File: config.mk
export PLATFORM = sky130hd
export DESIGN_NAME = instr_fetch_ctrl_flat
export DESIGN_NICKNAME = d
export VERILOG_FILES = /design/src/rtl/instr_fetch_ctrl_if.sv /design/src/rtl/instr_fetch_ctrl.sv /design/src/flat_wrapper.sv
export SDC_FILE = /design/constraint.sdc
export NUM_CORES = 1
export LEC_CHECK = 0
export CORE_MARGIN = 1
export CORE_UTILIZATION = 48
export CTS_BUF_LIST = sky130_fd_sc_hd__clkbuf_2
export CTS_CLUSTER_SIZE = 16
export DETAILED_ROUTE_END_ITERATION = 8
export GPL_TIMING_DRIVEN = 0
export PLACE_DENSITY = 0.75
export SLEW_MARGIN = 20
export SYNTH_ARGS = -nofsm -noshare
export SYNTH_HDL_FRONTEND = slang
export SYNTH_SLANG_ARGS = --single-unit
File: constraint.sdc
create_clock -name clk -period 1.9 [get_ports clk]
set_input_delay 0.285 -clock clk [delete_from_list [all_inputs] [get_ports clk]]
set_output_delay 0.285 -clock clk [all_outputs]
set_load 0.01 [all_outputs]
File: src/rtl/instr_fetch_ctrl_if.sv
// Fetch controller bus: instruction memory port, downstream valid/ready
// handshake, redirect request, enable and halt status.
interface instr_fetch_ctrl_if #(
  parameter int PC_WIDTH = 32
);
  logic                en;
  logic                redirect_valid;
  logic [PC_WIDTH-1:0] redirect_pc;
  logic [PC_WIDTH-1:0] imem_addr;
  logic [31:0]         imem_rdata;
  logic                inst_valid;
  logic [31:0]         inst_data;
  logic [PC_WIDTH-1:0] inst_pc;
  logic                inst_ready;
  logic                halted;

  modport master (
    input  en, redirect_valid, redirect_pc, imem_rdata, inst_ready,
    output imem_addr, inst_valid, inst_data, inst_pc, halted
  );

  modport slave (
    output en, redirect_valid, redirect_pc, imem_rdata, inst_ready,
    input  imem_addr, inst_valid, inst_data, inst_pc, halted
  );
endinterface

File: src/rtl/instr_fetch_ctrl.sv
// Instruction fetch sequencer with a 2-entry prefetch buffer, redirect flush
// and halt-word stop. Define FETCH_PERF_EN to add fetch/stall counters.
module instr_fetch_ctrl #(
  parameter int                  PC_WIDTH   = 32,
  parameter logic [PC_WIDTH-1:0] RESET_PC   = '0,
  parameter int                  PC_STEP    = 1,
  parameter logic [31:0]         HALT_INSTR = 32'hFFFF_FFFF
) (
  input  logic                 clk,
  input  logic                 rst_n,
  instr_fetch_ctrl_if.master   bus
`ifdef FETCH_PERF_EN
  ,
  output logic [31:0]          perf_fetch_cnt,
  output logic [31:0]          perf_stall_cnt
`endif
);

  typedef enum logic {S_RUN, S_HALTED} state_e;

  state_e              state_q, state_d;
  logic [1:0]          cnt_q, cnt_d;
  logic [PC_WIDTH-1:0] pc_q, pc_d;
  logic [PC_WIDTH-1:0] hpc_q, hpc_d, tpc_q, tpc_d;
  logic [31:0]         hdat_q, hdat_d, tdat_q, tdat_d;
  logic                pop, fire;

  assign pop  = (cnt_q != 2'd0) & bus.inst_ready;
  assign fire = (state_q == S_RUN) & bus.en & ~bus.redirect_valid &
                ((cnt_q != 2'd2) | pop);

  // Head entry drives the outputs directly; it is left untouched when the
  // buffer empties so inst_data/inst_pc hold their last values.
  always_comb begin
    state_d = state_q;
    cnt_d   = cnt_q;
    pc_d    = pc_q;
    hpc_d   = hpc_q;
    hdat_d  = hdat_q;
    tpc_d   = tpc_q;
    tdat_d  = tdat_q;
    if (bus.redirect_valid) begin
      pc_d    = bus.redirect_pc;
      cnt_d   = 2'd0;
      state_d = S_RUN;
    end else begin
      if (fire) begin
        pc_d = pc_q + PC_WIDTH'(PC_STEP);
        if (bus.imem_rdata == HALT_INSTR) state_d = S_HALTED;
      end
      case ({pop, fire})
        2'b10: begin
          cnt_d = cnt_q - 2'd1;
          if (cnt_q == 2'd2) begin
            hpc_d  = tpc_q;
            hdat_d = tdat_q;
          end
        end
        2'b01: begin
          cnt_d = cnt_q + 2'd1;
          if (cnt_q == 2'd0) begin
            hpc_d  = pc_q;
            hdat_d = bus.imem_rdata;
          end else begin
            tpc_d  = pc_q;
            tdat_d = bus.imem_rdata;
          end
        end
        2'b11: begin
          if (cnt_q == 2'd1) begin
            hpc_d  = pc_q;
            hdat_d = bus.imem_rdata;
          end else begin
            hpc_d  = tpc_q;
            hdat_d = tdat_q;
            tpc_d  = pc_q;
            tdat_d = bus.imem_rdata;
          end
        end
        default: ;
      endcase
    end
  end

  always_ff @(posedge clk or negedge rst_n) begin
    if (!rst_n) begin
      state_q <= S_RUN;
      cnt_q   <= 2'd0;
      pc_q    <= RESET_PC;
      hpc_q   <= '0;
      hdat_q  <= '0;
      tpc_q   <= '0;
      tdat_q  <= '0;
    end else begin
      state_q <= state_d;
      cnt_q   <= cnt_d;
      pc_q    <= pc_d;
      hpc_q   <= hpc_d;
      hdat_q  <= hdat_d;
      tpc_q   <= tpc_d;
      tdat_q  <= tdat_d;
    end
  end

  assign bus.imem_addr  = pc_q;
  assign bus.inst_valid = (cnt_q != 2'd0);
  assign bus.inst_data  = hdat_q;
  assign bus.inst_pc    = hpc_q;
  assign bus.halted     = (state_q == S_HALTED);

`ifdef FETCH_PERF_EN
  logic [31:0] perf_fetch_q, perf_fetch_d, perf_stall_q, perf_stall_d;
  logic        stall;

  assign stall = (state_q == S_RUN) & bus.en & ~bus.redirect_valid &
                 (cnt_q == 2'd2) & ~pop;

  always_comb begin
    perf_fetch_d = perf_fetch_q + {31'd0, fire};
    perf_stall_d = perf_stall_q + {31'd0, stall};
  end

  always_ff @(posedge clk or negedge rst_n) begin
    if (!rst_n) begin
      perf_fetch_q <= '0;
      perf_stall_q <= '0;
    end else begin
      perf_fetch_q <= perf_fetch_d;
      perf_stall_q <= perf_stall_d;
    end
  end

  assign perf_fetch_cnt = perf_fetch_q;
  assign perf_stall_cnt = perf_stall_q;
`endif

endmodule

File: src/flat_wrapper.sv
// flat-port wrapper written by rule: the top's interface ports become plain ports
module instr_fetch_ctrl_flat 
#(
  parameter int                  PC_WIDTH   = 32,
  parameter logic [PC_WIDTH-1:0] RESET_PC   = '0,
  parameter int                  PC_STEP    = 1,
  parameter logic [31:0]         HALT_INSTR = 32'hFFFF_FFFF
)
  (clk, rst_n, bus_en, bus_redirect_valid, bus_redirect_pc, bus_imem_rdata, bus_inst_ready, bus_imem_addr, bus_inst_valid, bus_inst_data, bus_inst_pc, bus_halted);
  instr_fetch_ctrl_if #(.PC_WIDTH(PC_WIDTH)) bus_i ();
  input  logic clk;
  input  logic rst_n;
  input wire logic [$bits(bus_i.en)-1:0] bus_en;
  input wire logic [$bits(bus_i.redirect_valid)-1:0] bus_redirect_valid;
  input wire logic [$bits(bus_i.redirect_pc)-1:0] bus_redirect_pc;
  input wire logic [$bits(bus_i.imem_rdata)-1:0] bus_imem_rdata;
  input wire logic [$bits(bus_i.inst_ready)-1:0] bus_inst_ready;
  output wire logic [$bits(bus_i.imem_addr)-1:0] bus_imem_addr;
  output wire logic [$bits(bus_i.inst_valid)-1:0] bus_inst_valid;
  output wire logic [$bits(bus_i.inst_data)-1:0] bus_inst_data;
  output wire logic [$bits(bus_i.inst_pc)-1:0] bus_inst_pc;
  output wire logic [$bits(bus_i.halted)-1:0] bus_halted;
  assign bus_i.en = bus_en;
  assign bus_i.redirect_valid = bus_redirect_valid;
  assign bus_i.redirect_pc = bus_redirect_pc;
  assign bus_i.imem_rdata = bus_imem_rdata;
  assign bus_i.inst_ready = bus_inst_ready;
  assign bus_imem_addr = bus_i.imem_addr;
  assign bus_inst_valid = bus_i.inst_valid;
  assign bus_inst_data = bus_i.inst_data;
  assign bus_inst_pc = bus_i.inst_pc;
  assign bus_halted = bus_i.halted;
  instr_fetch_ctrl #(.PC_WIDTH(PC_WIDTH), .RESET_PC(RESET_PC), .PC_STEP(PC_STEP), .HALT_INSTR(HALT_INSTR)) u_core (.clk(clk), .rst_n(rst_n), .bus(bus_i));
endmodule
Word-level counts from Yosys, hierarchy flattened
Index checks and enable logic that the tools add are counted.

storage, ports and cells
  output and inout bits = 98
  logic and storage cells = 59
  register bits after elaboration = 163

operators by class
  $add $sub $neg = 3
  equality and inequality tests = 11
  bitwise logic cells = 7
  reduce and logical (&&, ||, !) cells = 10
  mux-type cells = 21

operator list
  kind                                                                     count
  32-bit 2-to-1 mux                                                        12
  32-bit one-hot mux with 3 select lines                                   2
  32-bit one-hot mux with 2 select lines                                   2
  32-bit by 1-bit adder with 32-bit output, second input constant          1
  32-bit equality test, second input constant                              1
  4-bit AND reduction                                                      2
  2-bit nonzero test                                                       4
  2-bit equality test, second input constant                               3
  2-bit inequality test, second input constant                             3
  3-bit nonzero test                                                       2
  1-bit bitwise AND                                                        4
  2-bit by 1-bit equality test with 1-bit output, second input constant    2
  2-bit by 1-bit inequality test with 1-bit output, second input constant  2
  2-bit one-hot mux with 2 select lines                                    1
  1-bit 2-to-1 mux                                                         3
  2-bit by 1-bit adder with 2-bit output, second input constant            1
  2-bit logical NOT                                                        1
  2-bit 2-to-1 mux                                                         1
  1-bit NOT                                                                2
  2-bit AND reduction                                                      1
  2-bit by 1-bit subtractor with 2-bit output, second input constant       1
  1-bit bitwise OR                                                         1

Depth between registers and ports, before layout
Gate-level depths: netlist of the first run.

  depth after elaboration = 7
  gate-level depth with buffers = 9
  mapped depth without buffers = 7

Worst setup path after synthesis of the first run
No wires, ideal clock.

  path kind = register to register
  start point = register u_core.state_q (netlist: u_core.bus.halted)
  end point = register u_core.tdat_q[0]
  setup time = 0.125 ns
  arrival time = 1.926 ns
  cell stages (with the launch flop) = 8
  setup slack = -0.151 ns
  period minus slack after synthesis = 2.051 ns
  path through = dfrtp_1 > or3b_1 > buf_2 > a21o_4 > nor3b_2 > buf_6 > buf_12 > mux2_4

on the way
  longest elaborated chain between the ends = 7
  elaborated cells on any way between the ends = 11
  classes of those cells = eq/ne: 4; mux: 1; bitwise: 4; reduce/logical: 2

RTL lines
  element                                                                                       RTL line                 RTL
  from (decl)                                                                                   instr_fetch_ctrl.sv:21   state_e state_q, state_d;
  from (signal assigned)                                                                        instr_fetch_ctrl.sv:95   state_q <= state_d;
  1-bit NOT (*)                                                                                 instr_fetch_ctrl.sv:29   assign fire = (state_q == S_RUN) & bus.en & ~bus.redirect_valid &
  1-bit bitwise AND (*) (3 in series)                                                           instr_fetch_ctrl.sv:29
  2-bit equality test / 2-bit by 1-bit equality test with 1-bit output (equally long branches)  instr_fetch_ctrl.sv:51   case ({pop, fire})
  2-bit inequality test (no line) / 2-bit nonzero test (equally long branches)                  n/a
  4-bit AND reduction (no line)                                                                 n/a
  to (signal assigned)                                                                          instr_fetch_ctrl.sv:101  tdat_q <= tdat_d;
  to (decl)                                                                                     instr_fetch_ctrl.sv:25   logic [31:0] hdat_q, hdat_d, tdat_q, tdat_d;

Every way passes the cells marked *; elsewhere a longest branch is shown, timed or not.
A chain may end at the register's enable or synchronous reset.

Worst setup path in the final report of the first run
  start point = register u_core.cnt_q[1]
  end point = register u_core.hpc_q[27] (netlist: u_core.bus.inst_pc[27])

on the way
  longest elaborated chain between the ends = 7
  elaborated cells on any way between the ends = 17
  classes of those cells = eq/ne: 8; mux: 2; bitwise: 3; reduce/logical: 4

RTL lines
  element                                                                                                  RTL line                RTL
  from (decl)                                                                                              instr_fetch_ctrl.sv:22  logic [1:0] cnt_q, cnt_d;
  from (signal assigned)                                                                                   instr_fetch_ctrl.sv:96  cnt_q <= cnt_d;
  2-bit nonzero test                                                                                       instr_fetch_ctrl.sv:28  assign pop = (cnt_q != 2'd0) & bus.inst_ready;
  1-bit bitwise AND                                                                                        instr_fetch_ctrl.sv:28
  1-bit bitwise OR                                                                                         instr_fetch_ctrl.sv:30  ((cnt_q != 2'd2) | pop);
  1-bit bitwise AND                                                                                        instr_fetch_ctrl.sv:29
  2-bit by 1-bit equality test with 1-bit output / 2-bit equality test (equally long branches)             instr_fetch_ctrl.sv:51
  2-bit by 1-bit inequality test with 1-bit output (no line) / 3-bit nonzero test (equally long branches)  n/a
  4-bit AND reduction (no line)                                                                            n/a
  to (signal assigned)                                                                                     instr_fetch_ctrl.sv:98  hpc_q <= hpc_d;
  to (decl)                                                                                                instr_fetch_ctrl.sv:24  logic [PC_WIDTH-1:0] hpc_q, hpc_d, tpc_q, tpc_d;

Several ways; a longest one is shown, not always the timed one.

==> results of run 1 <==
==> worst max-delay path: cells and delay by family (launching register included) <==
kind            cells  cell delay, ns
flops               1            0.44
buf+inv             6            0.88
simple gates        2            0.19
compound gates      2            0.36
fa+ha+maj           1            0.23
==> layer usage <==
metal  global-route usage  vias to the layer above
li1                     -                     3394
met1               0.4450                     4028
met2               0.5195                      581
met3              0.06515                      150
met4               0.1454                        0
met5                    0                        -
==> report_power, final <==
group          internal (mW)  total, mW  switching (mW)
Clock                   1.14       2.48            1.34
Combinational           4.47       8.22            3.75
Sequential              4.97       5.94           0.969
==> final cells by class <==
type	count	area share
multi-input cells	542	0.3219
clock buffers	19	0.007719
diodes	1	0.0002031
clock inverters	13	0.01889
flip-flops and latches	163	0.3339
plain buffers	56	0.06256
repair buffers	289	0.2314
inverters	5	0.001523
well taps	216	0.02194
==> layout by cell type, fill, tap and decap left out, drive strengths merged, types with 5 or more instances in the layout <==
master,count
nand4,17
a22oi,6
clkdlybuf4s50,67
inv,5
and2,6
dlygate4sd2,75
a31oi,66
o211ai,5
nor3,5
clkdlybuf4s15,19
mux2,64
o311ai,9
nor4,7
o21ai,22
a21oi,10
buf,149
nor2b,10
nand3,80
a21o,5
a221o,6
clkbuf,52
nand2,101
clkinv,6
bufinv,6
dfrtp,163
nor2,84
==> how the worst min path moves through the flow <==
| stage | start | end | slack [ns] |
|---|---|---|---|
| final | bus_redirect_pc[18] | u_core.bus.imem_addr[18] | 0.04 |
| after global routing | bus_redirect_pc[18] | u_core.bus.imem_addr[18] | 0.03 |
| after CTS | rst_n | u_core.bus.inst_data[16] | 0.01 |
| after detailed placement | rst_n | u_core.bus.inst_data[16] | 0.30 |
| after global placement | u_core.tdat_q[31] | u_core.tdat_q[31] | 0.49 |
| after floorplan | rst_n | u_core.bus.halted | -0.01 |
==> registers in the layout, summed over array words and instances (netlist names) <==
| name | cells |
|---|---|
| u_core.bus.imem_addr | 32 |
| u_core.bus.inst_data | 32 |
| u_core.bus.inst_pc | 32 |
| u_core.tdat_q | 32 |
| u_core.tpc_q | 32 |
| u_core.cnt_q | 2 |
| u_core.bus.halted | 1 |
==> kinds of logic (layout without fill, tap and decap cells) <==
logic type | count (synthesis) | after routing | share of synthesized area
muxes | 68 | 68 | 0.1240
AOI/OAI and AO/OA | 136 | 137 | 0.1145
buffers and inverters | 63 | 382 | 0.04594
other | 0 | 1 | 0
xor gates and xnor gates | 1 | 1 | 0.001102
DFF | 163 | 163 | 0.5129
adders and majority gates | 4 | 4 | 0.006294
and+or+nand+nor | 332 | 332 | 0.1952
==> what timing repair did <==
action / in CTS / in global routing
pin swaps: 26 / 31
gates resized for setup: 288 / 144
gates cloned: 13 / 6
hold buffers: 1 / 1
endpoints found under the setup margin: 259 / 185
buffers inserted: 79 / 26
hold endpoints to repair: 163 / 6
==> flow_summary_export.csv, run 1 <==
group,metric,value,unit
status,outcome,"finished with violations",
status,violations,"negative setup slack",
sta,slew_headroom,0.4665,
floorplan,start_util,0.4970,
setup_path,ff2ff_setup_slack,-0.29,ns
synth,synthesis.nets,840,
sta,max_freq,0.4573,GHz
setup_path,crit_start,"u_core.cnt_q[1]",
final_layout,regArea,4114,um^2
floorplan,dieArea,17090,um^2
synth,seq_area_frac_synth,0.5129,
final_layout,nets,1147,
global_routing,grt_pass1_wl,41.75,mm
cts,clkLatencyLatePin,0.80,ns
synth,synth_top_area_frac,0.5129,
final_layout,final_core_utilization,0.7699,
setup_path,cpMaxStageDelayCell,"dfrtp_1",
synth,yosys_register_bits,163,
routing,drt_iter0_drc,907,
sta,finClkSkew,0.03905,ns
routing,finalWirelength,30.25,mm
power,vdd_ir_drop_max,0.6443,mV
routing,routed-wl-met2,14.24,mm
setup_path,start_kind,"register",
cts,cts_tree,"built",
flow_run,cap_violations,0,
synth,ys_async_sr_fraction,1.000,
global_routing,grt_pass1_vias,7406,
setup_path,r2r_end,"u_core.bus.inst_pc[27]",
routing,drcViolationCount,0,
global_routing,gr-total-overflow,0,
setup_path,cp-endpoint,"u_core.bus.inst_pc[27]",
synth,syn_area,7953,um^2
synth,synth_edf_count,0,
sta,finalCritPeriodShare,1.151,
sta,timing.setup.tns,-24.89,ns
hold_path,holdPathStages,3,
global_routing,grt.total_usage,0.3302,
setup_path,cp-end-kind,"register",
synth,synth_ff_type,"dfrtp_1",
floorplan,die_height,130.7,um
setup_path,reg2reg_depth,11,
sta,setup_viol,146,
hold_path,hold_class,"input port to register",
setup_path,arrival,2.89,ns
final_layout,stdcell_count,1304,
synth,synthTopCellsByArea,"dfrtp_1 (51%), mux2_4 (11%), a31oi_1 (5.2%), nand3_1 (5.0%), nand2_1 (4.8%)",
synth,netlist_top_cells_count,"dfrtp_1 (163), nand2_1 (101), nor2_1 (84), nand3_1 (80), a31oi_1 (66)",
power,powerDensity,1350,nW/um^2
floorplan,core,16000,um^2
sta,worst_pin_slew,0.8002,ns
synth,synthCells,767,
routing,first_pass_iters,5,
sta,min_period,2.187,ns
final_layout,design_area,12320,um^2
setup_path,cp_cell_sequence,"buf_4, ha_2, inv_1, nand2_4, a21oi_4, buf_4, buf_12, buf_16, clkbuf_8, nand3_1, a31oi_1",
setup_path,max_stage_delay,0.44,ns
sta,hold_viol_final,0,
final_layout,fillCellCount,985,
cts,cts_buffers,17,
place,post-place-ws,-0.8390,ns
sta,whs,0.04033,ns
routing,met1Wirelength,11.50,mm
routing,routedWlPerCell,23.20,um
synth,synth.distinct_cells,52,
final_layout,syn_to_final_growth,54.91,%
power,p_leak,5.355,nW
cts,clock-root-buffer,"clkbuf_2",
place,placed_area,9948,um^2
setup_path,critPathRequiredTime,2.60,ns
setup_path,cpMostUsedCell,"buf_4",
final_layout,multi_input_area,3965,um^2
floorplan,rows,46,
synth,syn_avg_cell_area,10.37,um^2
cts,cts_sinks,163,
power,power,16.64,mW
floorplan,dieWidth,130.7,um
global_routing,antenna_found_initial,1,
setup_path,worstSetupPathType,"register to register",
routing,viasPerCell,6.252,
routing,dr_wl_met3,2.825,mm
setup_path,worstPathMaxFanout,6,
sta,grt_setup_unrepaired,"true",
routing,vias,8153,
synth,yosysTopAreaCell,"dfrtp_1",
place,port_buffers,166,
place,hpwl,16.05,mm
global_routing,grt_max_degree,88,
cts,htreeDepth,4,
cts,clockBufferDepth,2,
final_layout,drive_gt1_frac,0.3459,
routing,ant_nets,0,
synth,yosysMostFrequentCell,"dfrtp_1",
sta,setup_ws,-0.2868,ns
floorplan,io_pins,167,
place,gp_congestion,0.8708,
place,post-place-cells,1150,
routing,highest_layer,"met4",
cts,cts.clk_slew.worst_paths,0.24,ns
setup_path,r2r-start,"u_core.cnt_q[1]",
synth,ys_warn_count,0,
sta,maxSlewViolCount,0,
Power figures use the tool's default switching activity.
==> inputs of run 2 (changes only) <==
- CORE_ASPECT_RATIO: unset -> 1.25
==> flow_summary_export.csv, run 2 (synthesis results as in run 1) <==
group,metric,value,unit
status,outcome,"finished with violations",
status,violations,"negative setup slack",
global_routing,grt_max_degree,98,
power,power.switching,6.093,mW
cts,clockBufferDepth,2,
final_layout,drive_gt1_frac,0.3599,
power,p_leak,5.407,nW
setup_path,reg2reg_depth,9,
cts,htreeDepth,4,
power,clockPowerShare,0.115,
power,swShare,0.3703,
routing,vias,8020,
sta,setup_viol,159,
sta,finalCritPeriodShare,1.146,
setup_path,start_kind,"register",
floorplan,core,16200,um^2
cts,clkLatencyLatePin,0.77,ns
power,vdd_ir_drop_max,0.7371,mV
sta,slew_headroom,0.5036,
setup_path,cp-end-kind,"register",
setup_path,worstSetupPathType,"register to register",
cts,cts_sinks,163,
routing,ant_nets,0,
place,post-place-cells,1150,
routing,viasPerCell,6.080,
global_routing,grt_pass1_wl,40.19,mm
sta,min_period,2.178,ns
floorplan,dieWidth,117.1,um
routing,drt_iter0_drc,815,
final_layout,antenna_cells,0,
setup_path,r2r-start,"u_core.cnt_q[0]",
setup_path,critPathRequiredTime,2.58,ns
floorplan,die_height,145.9,um
global_routing,grt_pass1_vias,7467,
routing,first_pass_iters,6,
routing,routedWlPerCell,22.57,um
place,port_buffers,166,
cts,cts.clk_slew.worst_paths,0.25,ns
sta,max_freq,0.4591,GHz
power,powerDensity,1325,nW/um^2
hold_path,hold_class,"input port to asynchronous set/reset pin",
routing,finalWirelength,29.77,mm
floorplan,io_pins,167,
sta,setup_ws,-0.2781,ns
sta,worst_pin_slew,0.7447,ns
final_layout,layout_common_cells,"dfrtp_1 (135), buf_4 (102), nand2_1 (99), dlygate4sd2_1 (91), nor2_1 (70)",
final_layout,final_core_utilization,0.7663,
place,post-place-ws,-0.7432,ns
cts,cts_buffers,17,
setup_path,ff2ff_setup_slack,-0.28,ns
cts,clock-root-buffer,"clkbuf_2",
cts,cts_tree,"built",
floorplan,rows,52,
sta,grt_setup_unrepaired,"true",
global_routing,gr-total-overflow,0,
global_routing,antenna_found_initial,0,
place,hpwl,16.19,mm
floorplan,start_util,0.4909,
setup_path,worstPathMaxFanout,6,
sta,finClkSkew,0.04010,ns
sta,maxSlewViolCount,0,
final_layout,syn_to_final_growth,56.10,%
power,p_int,10.36,mW
sta,whs,0.05481,ns
floorplan,dieArea,17090,um^2
flow_run,cap_violations,0,
sta,timing.setup.tns,-24.17,ns
routing,drcViolationCount,0,
sta,hold_viol_final,0,
final_layout,stdcell_count,1319,
final_layout,layout.cells.most_common,"dfrtp_1",
global_routing,grt.total_usage,0.3151,
final_layout,nets,1164,
setup_path,r2r_end,"u_core.tpc_q[4]",
setup_path,arrival,2.86,ns
place,gp_congestion,0.9060,
power,p_comb_frac,0.528,
power,p_seq_frac,0.358,
==> run 2: cell count changes in the layout (fill, tap and decap cells not counted), sizes merged, moves of 2 or more <==
cell,previous run,this run
clkbuf,52,49
clkinv,6,4
bufinv,6,2
buf,149,171
dlygate4sd2,75,91
clkinvlp,1,5
inv,5,7
clkdlybuf4s15,19,1
==> run 2: worst max path at each step <==
stage | startpoint | endpoint | slack [ns] | depth (start not counted)
after floorplan | u_core.bus.halted | u_core.tdat_q[0] | -0.14 | 7
after detailed placement | bus_redirect_valid | u_core.bus.inst_data[25] | -0.74 | 7
after CTS | u_core.bus.halted | u_core.tpc_q[31] | -0.26 | 8
final | u_core.cnt_q[0] | u_core.tpc_q[4] | -0.28 | 9
after global routing | u_core.cnt_q[0] | u_core.tdat_q[17] | -0.33 | 9
after global placement | rst_n | u_core.bus.imem_addr[1] | -6.81 | 1
==> run 2: worst max-delay path, cell delays in order, from the launching register on <==
cell and delay (ns):
dfrtp_1 0.43, inv_2 0.08, ha_4 0.18, nand2b_4 0.16
a21o_4 0.23, nor3b_4 0.21, buf_6 0.14, buf_12 0.15
clkbuf_16 0.17, mux2_4 0.31
==> run 2: power groups by stage <==
stage	combinational [mW]	sequential (mW)	clock [mW]
3_3_place_gp	6.22	5.95	0
3_5_place_dp	6.35	6.00	0
4_1_cts	7.31	5.79	1.88
5_1_grt	9.23	6.02	2.01
6_report	8.68	5.89	1.89
2_1_floorplan	3.37	6.16	0
==> run 2: timing repair <==
| action | CTS | global route |
|---|---|---|
| hold endpoints to repair | 96 | 0 |
| pin swaps | 10 | 28 |
| hold buffers | 1 | 0 |
| buffers inserted | 99 | 27 |
| endpoints found under the setup margin | 258 | 164 |
| gates cloned | 5 | 14 |
| gates resized for setup | 258 | 151 |
==> run 2: routing by layer <==
layer | vias up | share of wire | global-route usage
met5 | - | 0 | 0
li1 | 3415 | - | -
met3 | 137 | 0.077 | 0.06497
met1 | 3928 | 0.37 | 0.3937
met2 | 540 | 0.50 | 0.5175
met4 | 0 | 0.055 | 0.1487
==> run 2: area by class of cell <==
class,instances,area (um^2)
fill,1029,3786
multi-input combinational,541,4045
clock buffer,18,90.09
inverter,5,18.77
tap,216,270.3
sequential,163,4114
timing repair buffer,308,3078
buffer,55,661.9
clock inverter,13,136.4
==> run 2: metrics by stage <==
| step | power, mW | cell area [um^2] |
|---|---|---|
| global route | 17.27 | 12410 |
| CTS | 14.97 | 11330 |
| floorplan | 9.530 | 7984 |
| finish | 16.45 | 12410 |
| detailed placement | 12.36 | 9948 |
| global placement | 12.18 | 9916 |
